`config.mk`:
```
export PLATFORM = sky130hd
export DESIGN_NAME = simon_game_engine
export DESIGN_NICKNAME = d
export VERILOG_FILES = /design/src/rtl/simon_pkg.sv /design/src/rtl/simon_lfsr.sv /design/src/rtl/simon_game_engine.sv
export SDC_FILE = /design/constraint.sdc
export NUM_CORES = 1
export LEC_CHECK = 0
export CAP_MARGIN = 20
export CORE_UTILIZATION = 50
export CTS_CLUSTER_SIZE = 10
export DETAILED_ROUTE_END_ITERATION = 10
export HOLD_SLACK_MARGIN = 0.1
export PLACE_DENSITY = 0.72
export SLEW_MARGIN = 20
export SYNTH_ARGS = -nofsm -noshare
export SYNTH_HDL_FRONTEND = slang
export SYNTH_SLANG_ARGS = --single-unit
```
`constraint.sdc`:
```
create_clock -name Clk -period 3.3 [get_ports Clk]
set_input_delay 0.66 -clock Clk [delete_from_list [all_inputs] [get_ports Clk]]
set_output_delay 0.66 -clock Clk [all_outputs]
set_load 0.03 [all_outputs]
```
`src/rtl/simon_pkg.sv`:
```
// Shared types and constants for the Simon game engine: one-hot state codes and LFSR settings.
package simon_pkg;

    localparam int unsigned STATE_W = 9;

    typedef enum logic [STATE_W-1:0] {
        ST_IDLE     = 9'b0_0000_0001,
        ST_GEN      = 9'b0_0000_0010,
        ST_SHOW_ON  = 9'b0_0000_0100,
        ST_SHOW_OFF = 9'b0_0000_1000,
        ST_WAIT_IN  = 9'b0_0001_0000,
        ST_RELEASE  = 9'b0_0010_0000,
        ST_CHECK    = 9'b0_0100_0000,
        ST_LOST     = 9'b0_1000_0000,
        ST_WIN      = 9'b1_0000_0000
    } state_e;

    localparam logic [15:0] LFSR_SEED_DEFAULT = 16'hACE1;
    // x^16 + x^14 + x^13 + x^11 + 1 -> bits 15, 13, 12, 10
    localparam logic [15:0] LFSR_TAPS = 16'hB400;

    function automatic logic lfsr_feedback(input logic [15:0] v);
        return ^(v & LFSR_TAPS);
    endfunction

endpackage

```
`src/rtl/simon_lfsr.sv`:
```
// 16-bit Fibonacci LFSR: loads a seed (zero replaced by the default) and steps on demand.
module simon_lfsr
    import simon_pkg::*;
(
    input  logic        Clk,
    input  logic        Reset_n,
    input  logic        load,
    input  logic [15:0] seed,
    input  logic        step,
    output logic [15:0] value
);

    logic [15:0] value_q, value_d;

    always_comb begin
        value_d = value_q;
        if (load) begin
            value_d = (seed == 16'h0000) ? LFSR_SEED_DEFAULT : seed;
        end else if (step) begin
            value_d = {value_q[14:0], lfsr_feedback(value_q)};
        end
    end

    always_ff @(posedge Clk or negedge Reset_n) begin
        if (!Reset_n) begin
            value_q <= LFSR_SEED_DEFAULT;
        end else begin
            value_q <= value_d;
        end
    end

    assign value = value_q;

endmodule

```
`src/rtl/simon_game_engine.sv`:
```
// Simon memory game: grows a random colour sequence, plays it back and checks the player's replay.
// Optional input timeout compiled in with macro SIMON_TIMEOUT_EN.
module simon_game_engine
    import simon_pkg::*;
#(
    parameter int unsigned NUM_COLORS     = 4,
    parameter int unsigned MAX_LEN        = 16,
    parameter int unsigned SHOW_CYCLES    = 50_000_000,
    parameter int unsigned GAP_CYCLES     = 25_000_000,
    parameter int unsigned TIMEOUT_CYCLES = 500_000_000
) (
    input  logic                  Clk,
    input  logic                  Reset_n,
    input  logic                  Start,
    input  logic                  On,
    input  logic [15:0]           Seed,
    input  logic [NUM_COLORS-1:0] Btn,
    output logic [NUM_COLORS-1:0] Show_color,
    output logic [6:0]            Level,
    output logic [15:0]           Score,
    output logic [8:0]            State
);

    localparam int unsigned CW      = $clog2(NUM_COLORS);
    localparam int unsigned IW      = (MAX_LEN > 1) ? $clog2(MAX_LEN) : 1;
    localparam int unsigned CNT_MAX = (SHOW_CYCLES > GAP_CYCLES) ? SHOW_CYCLES : GAP_CYCLES;
    localparam int unsigned CNT_W   = $clog2(CNT_MAX + 1);
    localparam logic [15:0] NC16    = 16'(NUM_COLORS);

    if (NUM_COLORS < 2 || NUM_COLORS > 8 || MAX_LEN < 1 || MAX_LEN > 64 ||
        SHOW_CYCLES < 1 || GAP_CYCLES < 1 || TIMEOUT_CYCLES < 1) begin : g_param_check
        $error("simon_game_engine: parameter out of legal range");
    end

    state_e                state_q, state_d;
    logic [6:0]            level_q, level_d;
    logic [15:0]           score_q, score_d;
    logic [IW-1:0]         idx_q, idx_d;
    logic [CNT_W-1:0]      cnt_q, cnt_d;
    logic [CW-1:0]         cap_q, cap_d;
    logic [NUM_COLORS-1:0] show_q, show_d;
    logic [NUM_COLORS-1:0] btn_prev_q;

    logic [CW-1:0]         seq_q [MAX_LEN];

    logic                  lfsr_load_c, lfsr_step_c, seq_we_c;
    logic [15:0]           lfsr_val;
    logic [CW-1:0]         gen_col_c, btn_col_c, show_col_c;
    logic [IW-1:0]         wr_addr_c;
    logic                  press_c, last_c, tmo_hit_c;
    logic [16:0]           score_sum_c;

    simon_lfsr u_lfsr (
        .Clk     (Clk),
        .Reset_n (Reset_n),
        .load    (lfsr_load_c),
        .seed    (Seed),
        .step    (lfsr_step_c),
        .value   (lfsr_val)
    );

    assign gen_col_c   = CW'(lfsr_val % NC16);
    assign wr_addr_c   = IW'(level_q - 7'd1);
    assign last_c      = (7'(idx_q) == (level_q - 7'd1));
    // A press is a rising edge from all-released; buttons held over a state entry do not count
    assign press_c     = (Btn != '0) && (btn_prev_q == '0);
    assign score_sum_c = {1'b0, score_q} + 17'(level_q);

    always_comb begin
        btn_col_c = '0;
        for (int k = 0; k < NUM_COLORS; k++) begin
            if (Btn[k]) btn_col_c = CW'(k);
        end
    end

`ifdef SIMON_TIMEOUT_EN
    localparam int unsigned TMO_W = $clog2(TIMEOUT_CYCLES + 1);

    logic [TMO_W-1:0] tmo_q, tmo_d;

    // Counts only while staying in an input-wait state; any entry restarts it
    always_comb begin
        tmo_d = '0;
        if ((state_d == state_q) && ((state_q == ST_WAIT_IN) || (state_q == ST_RELEASE))) begin
            tmo_d = tmo_q + TMO_W'(1);
        end
    end

    always_ff @(posedge Clk or negedge Reset_n) begin
        if (!Reset_n) begin
            tmo_q <= '0;
        end else begin
            tmo_q <= tmo_d;
        end
    end

    assign tmo_hit_c = (tmo_q == TMO_W'(TIMEOUT_CYCLES - 1));
`else
    assign tmo_hit_c = 1'b0;
`endif

    always_comb begin
        state_d     = state_q;
        level_d     = level_q;
        score_d     = score_q;
        idx_d       = idx_q;
        cnt_d       = '0;
        cap_d       = cap_q;
        lfsr_load_c = 1'b0;
        lfsr_step_c = 1'b0;
        seq_we_c    = 1'b0;
        show_col_c  = '0;
        show_d      = '0;

        unique case (state_q)
            ST_IDLE: begin
                if (Start) begin
                    lfsr_load_c = 1'b1;
                    level_d     = 7'd1;
                    score_d     = 16'h0000;
                    state_d     = ST_GEN;
                end
            end
            ST_GEN: begin
                seq_we_c    = 1'b1;
                lfsr_step_c = 1'b1;
                idx_d       = '0;
                state_d     = ST_SHOW_ON;
            end
            ST_SHOW_ON: begin
                if (cnt_q == CNT_W'(SHOW_CYCLES - 1)) begin
                    state_d = ST_SHOW_OFF;
                end else begin
                    cnt_d = cnt_q + CNT_W'(1);
                end
            end
            ST_SHOW_OFF: begin
                if (cnt_q == CNT_W'(GAP_CYCLES - 1)) begin
                    if (!last_c) begin
                        idx_d   = idx_q + IW'(1);
                        state_d = ST_SHOW_ON;
                    end else begin
                        idx_d   = '0;
                        state_d = ST_WAIT_IN;
                    end
                end else begin
                    cnt_d = cnt_q + CNT_W'(1);
                end
            end
            ST_WAIT_IN: begin
                if (press_c) begin
                    if ($onehot(Btn)) begin
                        cap_d   = btn_col_c;
                        state_d = ST_RELEASE;
                    end else begin
                        state_d = ST_LOST;
                    end
                end else if (tmo_hit_c) begin
                    state_d = ST_LOST;
                end
            end
            ST_RELEASE: begin
                if (Btn == '0) begin
                    state_d = ST_CHECK;
                end else if (tmo_hit_c) begin
                    state_d = ST_LOST;
                end
            end
            ST_CHECK: begin
                if (cap_q != seq_q[idx_q]) begin
                    state_d = ST_LOST;
                end else if (!last_c) begin
                    idx_d   = idx_q + IW'(1);
                    state_d = ST_WAIT_IN;
                end else begin
                    score_d = score_sum_c[16] ? 16'hFFFF : score_sum_c[15:0];
                    idx_d   = '0;
                    if (level_q == 7'(MAX_LEN)) begin
                        state_d = ST_WIN;
                    end else begin
                        level_d = level_q + 7'd1;
                        state_d = ST_GEN;
                    end
                end
            end
            ST_LOST, ST_WIN: begin
                if (Start) state_d = ST_IDLE;
            end
            default: begin
                state_d = ST_IDLE;
            end
        endcase

        // Switching the game off beats every other transition and side effect
        if (!On) begin
            state_d     = ST_IDLE;
            level_d     = level_q;
            score_d     = score_q;
            idx_d       = '0;
            lfsr_load_c = 1'b0;
            lfsr_step_c = 1'b0;
            seq_we_c    = 1'b0;
        end

        // Registered lamp drive; bypass the entry being written this cycle
        show_col_c = (seq_we_c && (wr_addr_c == idx_d)) ? gen_col_c : seq_q[idx_d];
        if (state_d == ST_SHOW_ON) begin
            for (int k = 0; k < NUM_COLORS; k++) begin
                show_d[k] = (show_col_c == CW'(k));
            end
        end
    end

    always_ff @(posedge Clk or negedge Reset_n) begin
        if (!Reset_n) begin
            state_q    <= ST_IDLE;
            level_q    <= 7'd0;
            score_q    <= 16'h0000;
            idx_q      <= '0;
            cnt_q      <= '0;
            cap_q      <= '0;
            show_q     <= '0;
            btn_prev_q <= '0;
        end else begin
            state_q    <= state_d;
            level_q    <= level_d;
            score_q    <= score_d;
            idx_q      <= idx_d;
            cnt_q      <= cnt_d;
            cap_q      <= cap_d;
            show_q     <= show_d;
            btn_prev_q <= Btn;
        end
    end

    always_ff @(posedge Clk) begin
        if (seq_we_c) begin
            seq_q[wr_addr_c] <= gen_col_c;
        end
    end

    assign Show_color = show_q;
    assign Level      = level_q;
    assign Score      = score_q;
    assign State      = state_q;

endmodule

```
* Word level (Yosys, flattened, before mapping)
Memory sizes are Yosys's and may differ from the RTL's. Index checks and enable logic that the tools add are counted.
Operators by class: muxes and demuxes 46, reductions and logical operators 14, equal/unequal tests 24, add/subtract/negate cells 8
Operator list (count):
- 16-bit 2-to-1 mux | 7
- 9-bit 2-to-1 mux | 10
- 9-bit one-hot mux with 8 select lines | 1
- 26-bit 2-to-1 mux | 2
- 26-bit one-hot mux with 2 select lines | 1
- 16-bit one-hot mux with 2 select lines | 1
- 7-bit 2-to-1 mux | 4
- 26-bit by 1-bit adder with 26-bit output, second input constant | 1
- 26-bit by 25-bit equality test with 1-bit output, second input constant | 1
- 26-bit equality test, second input constant | 1
- 4-bit 2-to-1 mux | 5
- 9-bit by 3-bit equality test with 1-bit output, second input constant | 2
- 16-bit by 7-bit adder with 17-bit output | 1
- 16-bit logical NOT | 1
- 16-bit parity | 1
- 7-bit one-hot mux with 2 select lines | 1
- 4-bit one-hot mux with 3 select lines | 1
- 9-bit by 1-bit equality test with 1-bit output, second input constant | 1
- 9-bit by 2-bit equality test with 1-bit output, second input constant | 1
- 9-bit by 4-bit equality test with 1-bit output, second input constant | 1
- 9-bit by 5-bit equality test with 1-bit output, second input constant | 1
- 9-bit by 6-bit equality test with 1-bit output, second input constant | 1
- 9-bit by 7-bit equality test with 1-bit output, second input constant | 1
- 9-bit by 8-bit equality test with 1-bit output, second input constant | 1
- other kinds (27) | 44
Storage, ports and cells: output and inout port bits 36, input bits 24, RAM bits 32, register bits 88, word-level logic and storage cells 102, memories kept 1
Memory list:
- seq_q | words 16, width 2, rd ports 2, clocked after Yosys merged registers in 0, write ports 1, line simon_game_engine.sv:44 | logic [CW-1:0] seq_q [MAX_LEN];

* Depth between registers and ports, before layout
depth in word-level cells 11, gate-level depth with buffers 16, depth with buffers taken out 15

* Hierarchy
A second synthesis with hierarchy kept.
Unflattened totals: cells, all modules 679, area total of the unflattened synthesis 6867.8 µm²
By module, submodules not included:
- simon_game_engine | area an instance 6020.8 µm², sequential area each 2763.9 µm², instances 1, cells each 608
- simon_lfsr | area an instance 847.1 µm², sequential area each 410.4 µm², instances 1, cells each 71

* Worst setup path before layout
OpenSTA, ideal clock, no wires.
path kind register to register, from reg level_q[0] (netlist: Level[0]), to reg show_q[1] (netlist: Show_color[1]), cell stages (with the launch flop) 16, required time 3.180 ns, period minus slack after synthesis 3.827 ns, path slack -0.527 ns, arrival 3.707 ns, cells stage by stage dfrtp_1 -> clkbuf_1 -> inv_1 -> ha_1 -> xor2_1 -> nand2_1 -> a2111oi_2 -> o2111ai_2 -> and2_1 -> a32oi_4 -> clkinv_2 -> xnor2_1 -> nor4_2 -> nand2b_1 -> o31a_1 -> and4_1
On the way: longest elaborated chain between the ends 11, elaborated cells on any way between the ends 22, classes of those cells 1 x add/sub; 5 x eq/ne; 14 x mux; 1 x reduce/logical; 1 x memory
RTL lines:
- start, declared | line simon_game_engine.sv:36 | logic [6:0] level_q, level_d;
- start signal, assigned | line simon_game_engine.sv:226 | level_q <= level_d;
- 7-bit by 1-bit subtractor with 7-bit output * | line simon_game_engine.sv:64 | assign last_c = (7'(idx_q) == (level_q - 7'd1));
- 4-bit by 7-bit equality test with 1-bit output * | line simon_game_engine.sv:64
- 4-bit 2-to-1 mux * | line simon_game_engine.sv:139, simon_game_engine.sv:172
- 4-bit 2-to-1 mux (on tied branches) | line simon_game_engine.sv:170, simon_game_engine.sv:138
- 4-bit one-hot mux with 3 select lines * | line simon_game_engine.sv:115 | unique case (state_q)
- 4-bit 2-to-1 mux * | line simon_game_engine.sv:195 | if (!On) begin
- via idx_d[1] | line simon_game_engine.sv:38 | logic [IW-1:0] idx_q, idx_d;
- branches (longest 2 deep; another with memory read 16 x 2 bit)
- 2-bit 2-to-1 mux * | line simon_game_engine.sv:206 | show_col_c = (seq_we_c && (wr_addr_c == idx_d)) ? gen_col_c : seq_q[idx_d];
- 2-bit by 1-bit equality test with 1-bit output * | line simon_game_engine.sv:209 | show_d[k] = (show_col_c == CW'(k));
- 4-bit 2-to-1 mux * | line simon_game_engine.sv:207 | if (state_d == ST_SHOW_ON) begin
- via show_d[1] | line simon_game_engine.sv:41 | logic [NUM_COLORS-1:0] show_q, show_d;
- end signal, assigned | line simon_game_engine.sv:231 | show_q <= show_d;
- end, declared | line simon_game_engine.sv:41
Mark *: on every way through the listed nets, which the timed path passes. A chain may end at the register's enable or synchronous reset.

* Worst setup path after layout
from reg state_q[5] (netlist: State[5]), to reg show_q[0] (netlist: Show_color[0])
On the way: longest elaborated chain between the ends 8, elaborated cells on any way between the ends 29, classes of those cells 11 x eq/ne; 14 x mux; 3 x reduce/logical; 1 x memory
RTL lines:
- start, declared | line simon_game_engine.sv:35 | state_e state_q, state_d;
- start signal, assigned | line simon_game_engine.sv:225 | state_q <= state_d;
- branches (longest 7 deep; another with memory read 16 x 2 bit)
- 4-bit 2-to-1 mux * | line simon_game_engine.sv:207
- via show_d[0] | line simon_game_engine.sv:41
Marks and branches as above.

==> results by group <==
Worst setup path
  • Delay-heaviest family, CP: simple AND/OR/NAND/NOR gates
  • Setup CP Type: register to register
  • Worst r2r dst: Show_color[0]
  • Slowest-stage cell, CP: or4_4
  • RR Startpoint: State[5]
  • CP Depth: 12
  • R2R Setup Slk: -210 ps
  • CP cell instances: or4_4, or3_4, nor4b_4, nor2b_4, o2111ai_2, nand2_2, buf_12, mux2i_1, a22oi_1, a22o_1, o21ba_4, nor4_2
  • R2R depth: 12
  • Crit end category: register
  • Critical path buffers and inverters: 1
  • Startpoint type of the worst setup path: register
  • Worst path required time: 3620 ps
  • CP peak stage delay: 560 ps
  • Crit-path max FO: 18
  • Worst EP arrival: 3830 ps

Pwr
  • Clock share of power: 38.2%
  • Switch share: 30.1%
  • Leakage power: 3.55 nW
  • Power density cells: 516 nW/µm²
  • Worst IR Drop VDD: 0.000312 V
  • Internal power: 3.15 mW
  • Logic pwr share: 19.8%
  • Power Total: 4.51 mW
  • NetSw: 1.36 mW
  • Reg power frac: 42.0%

Timing
  • Worst-margin pin slew: 706 ps
  • Endpoints failing setup: 4
  • Max-slew headroom: 52.9%
  • Endpoints failing hold: 0
  • Final slew viol count: 0
  • Crit share post-route: 106%
  • Final WS setup: -207 ps
  • Max frequency: 0.285 GHz
  • RSZ-0062 raised after global routing: true
  • Setup Skew: 14.0 ps
  • Final min period: 3510 ps

Floorplanning
  • Starting Density: 51.3%
  • Die X: 118 µm
  • Die area: 14000 µm²
  • IO Count: 60
  • Core area: 13200 µm²
  • Num rows: 42
  • Die height: 118 µm

Final layout
  • Nets: 859
  • Area of the multi-input gates: 3550 µm²
  • Diodes inserted: 0
  • Synth-to-layout area growth: 29.3%
  • FF+latch area: 3180 µm²
  • Fillers: 1004
  • Layout cells sized above 1: 18.8%
  • Fin area: 8740 µm²

Clock network
  • Longest Clk Path Bufs: 2
  • CTS root buffer: clkbuf_16
  • CTS tree: yes
  • H-tree Lvls: 4
  • TritonCTS Sinks: 120
  • Num CTS Buffers: 17
  • Clk slew on worst S/H paths: 60 ps
  • Hold Buf Count CTS: 0
  • Worst-Skew Late Latency: 430 ps

Route
  • Via count: 5831
  • Antenna Nets Post-Route: 0
  • Drt drc: 0
  • Wirelength, routed: 17600 µm
  • Avg WL per Cell: 17.6 µm
  • Drt first pass iters: 7
  • DR vias/cell: 5.81
  • DR iter-0 viols: 424

Global route
  • Largest net degree at the start of global routing: 52
  • Initial antenna violation count: 0
  • Total GRT Usage: 26.4%
  • First-pass GRT wire length: 29000 µm
  • Vias in the first global route: 5888
  • Congestion Overflow GR: 0

Logic synthesis
  • Share of synthesized registers carrying an async set or reset: 73.3%
  • Synth Flop Type: dfrtp_1
  • Post-synthesis sequential area ratio: 47.0%
  • Number of cells produced by synthesis: 699
  • Area contributors post-synth: dfrtp_1 (29%), edfxtp_1 (14%), nor2_1 (5.0%)
  • Mapped Nets: 743
  • Post-synth EDFFs: 32
  • Yosys top cell area share: 29.2%
  • Synth unique cells: 73
  • Syn_area_per_cell: 9.67 µm²
  • Yosys top cell by area: dfrtp_1
  • Post-Syn Area: 6760 µm²
  • Synthesis-stage register bit count: 120
  • Synth warnings: 0

Placement
  • GP Congestion: 0.930
  • Placed Area: 8020 µm²
  • PortBufs: 59
  • Hpwl dp: 12300 µm

Run
  • MaxCap Viol Count: 0

Status
  • Failing checks: setup timing
  • Status: finished with violations

Min path
  • Tightest Hold Check Type: primary input to asynchronous set/reset pin
-- logic make-up (layout without fill, tap and decap cells) --
family	after synthesis	in the layout	synth area share [%]
compound gates	151	151	15.7
xor+xnor	43	43	5.57
fa+ha+maj	20	20	3.92
buf+inv	52	181	3.16
flops	120	120	47.0
mux	24	24	3.76
simple gates	289	289	21.0
-- synth_stat cells (3+ instances only) --
library cell,number
nor2_1,90
o22ai_1,4
xor2_1,22
and2_1,6
o21bai_1,4
nand3_1,34
a21oi_1,35
nand2_1,74
nor4b_1,3
nor4_1,9
edfxtp_1,32
xnor2_1,21
nand2b_1,10
clkbuf_1,20
nor3_1,9
dfrtp_1,79
o21ai_0,33
ha_1,18
and3_1,9
a22oi_1,10
and4_1,4
a21o_1,4
mux2i_1,22
a41oi_1,3
dfstp_2,9
buf_2,5
inv_1,24
a22o_1,12
a31oi_1,11
nor3b_1,4
o22a_1,5
nor2b_1,6
nand4_1,8
o21ai_1,5
or3_1,7
-- power by group through the flow --
stage	clock (mW)	sequential, mW	combinational, mW
final	1.72	1.89	0.894
after global routing	1.80	1.91	0.977
after CTS	1.74	1.89	0.852
after detailed placement	0	1.91	0.841
after global placement	0	1.91	0.821
after floorplan	0	1.90	0.489
-- layer usage --
layer	global-route usage (%)	wire length, µm
met1	33.7	7510
met2	42.4	8460
met3	7.00	1240
met4	11.1	421
met5	0	0
-- through the flow --
stage	util, %	worst slack (ps)	cells	hold WS (ps)	TNS (ps)
3_3_place_gp	60.8	13.9	965	450	0
4_1_cts	65.5	-78.9	999	292	-240
3_5_place_dp	60.8	-153	965	461	-477
2_1_floorplan	-	-28.7	699	364	-74.9
6_report	66.3	-207	1004	270	-679
5_1_grt	66.3	-267	1004	330	-982
-- registers in the layout, indices dropped and copies added (netlist names) --
name and cells:
Level 7, idx_q 4, Show_color 4, State 9, u_lfsr.value 16, Score 16
cnt_q 26, seq_q 32, cap_q 2, btn_prev_q 4
-- worst max path at each step --
stage | startpoint | end | slack [ps]
after floorplan | State[5] | Show_color[3] | -30
after global placement | State[5] | Show_color[1] | 10
after detailed placement | State[5] | Show_color[0] | -150
after CTS | State[5] | Show_color[0] | -80
after global routing | State[5] | Show_color[1] | -270
final | State[5] | Show_color[0] | -210
-- repair_timing --
action                     CTS  global route
gates cloned                 0             1
resized for setup            9            19
buffers inserted             2             4
pin swaps                    5             7
setup endpoints to repair    4            29
-- cell usage in the layout, fill, tap and decap left out, types with 4 or more instances in the layout --
cell,instances
a21o_1,4
buf_4,58
buf_12,4
nand3_1,34
clkinvlp_4,4
a21oi_1,32
ha_1,16
edfxtp_1,32
o21ai_0,30
nor2b_1,5
dfstp_2,9
and4_1,4
or3_1,7
dfrtp_1,75
mux2i_1,21
dfrtp_2,4
a22oi_1,10
o22a_1,5
a22o_1,12
nor3b_1,4
and3_1,8
nand2b_1,10
nor2_1,87
nand4_1,8
o21bai_1,4
a31oi_1,11
clkdlybuf4s50_1,58
and2_1,5
nor4_1,8
clkbuf_16,18
o21ai_1,8
xnor2_1,21
nor3_1,9
xor2_1,19
nand2_1,74
inv_1,22
-- final cells by class --
| type | instances | area share, % |
|---|---|---|
| timing repair buffer | 124 | 13.0 |
| sequential | 120 | 36.4 |
| clock buffer | 22 | 5.55 |
| clock inverter | 10 | 0.787 |
| tap | 176 | 2.52 |
| inverter | 25 | 1.10 |
| multi-input combinational | 527 | 40.7 |
Note: power is estimated with default switching activity, not from simulation.
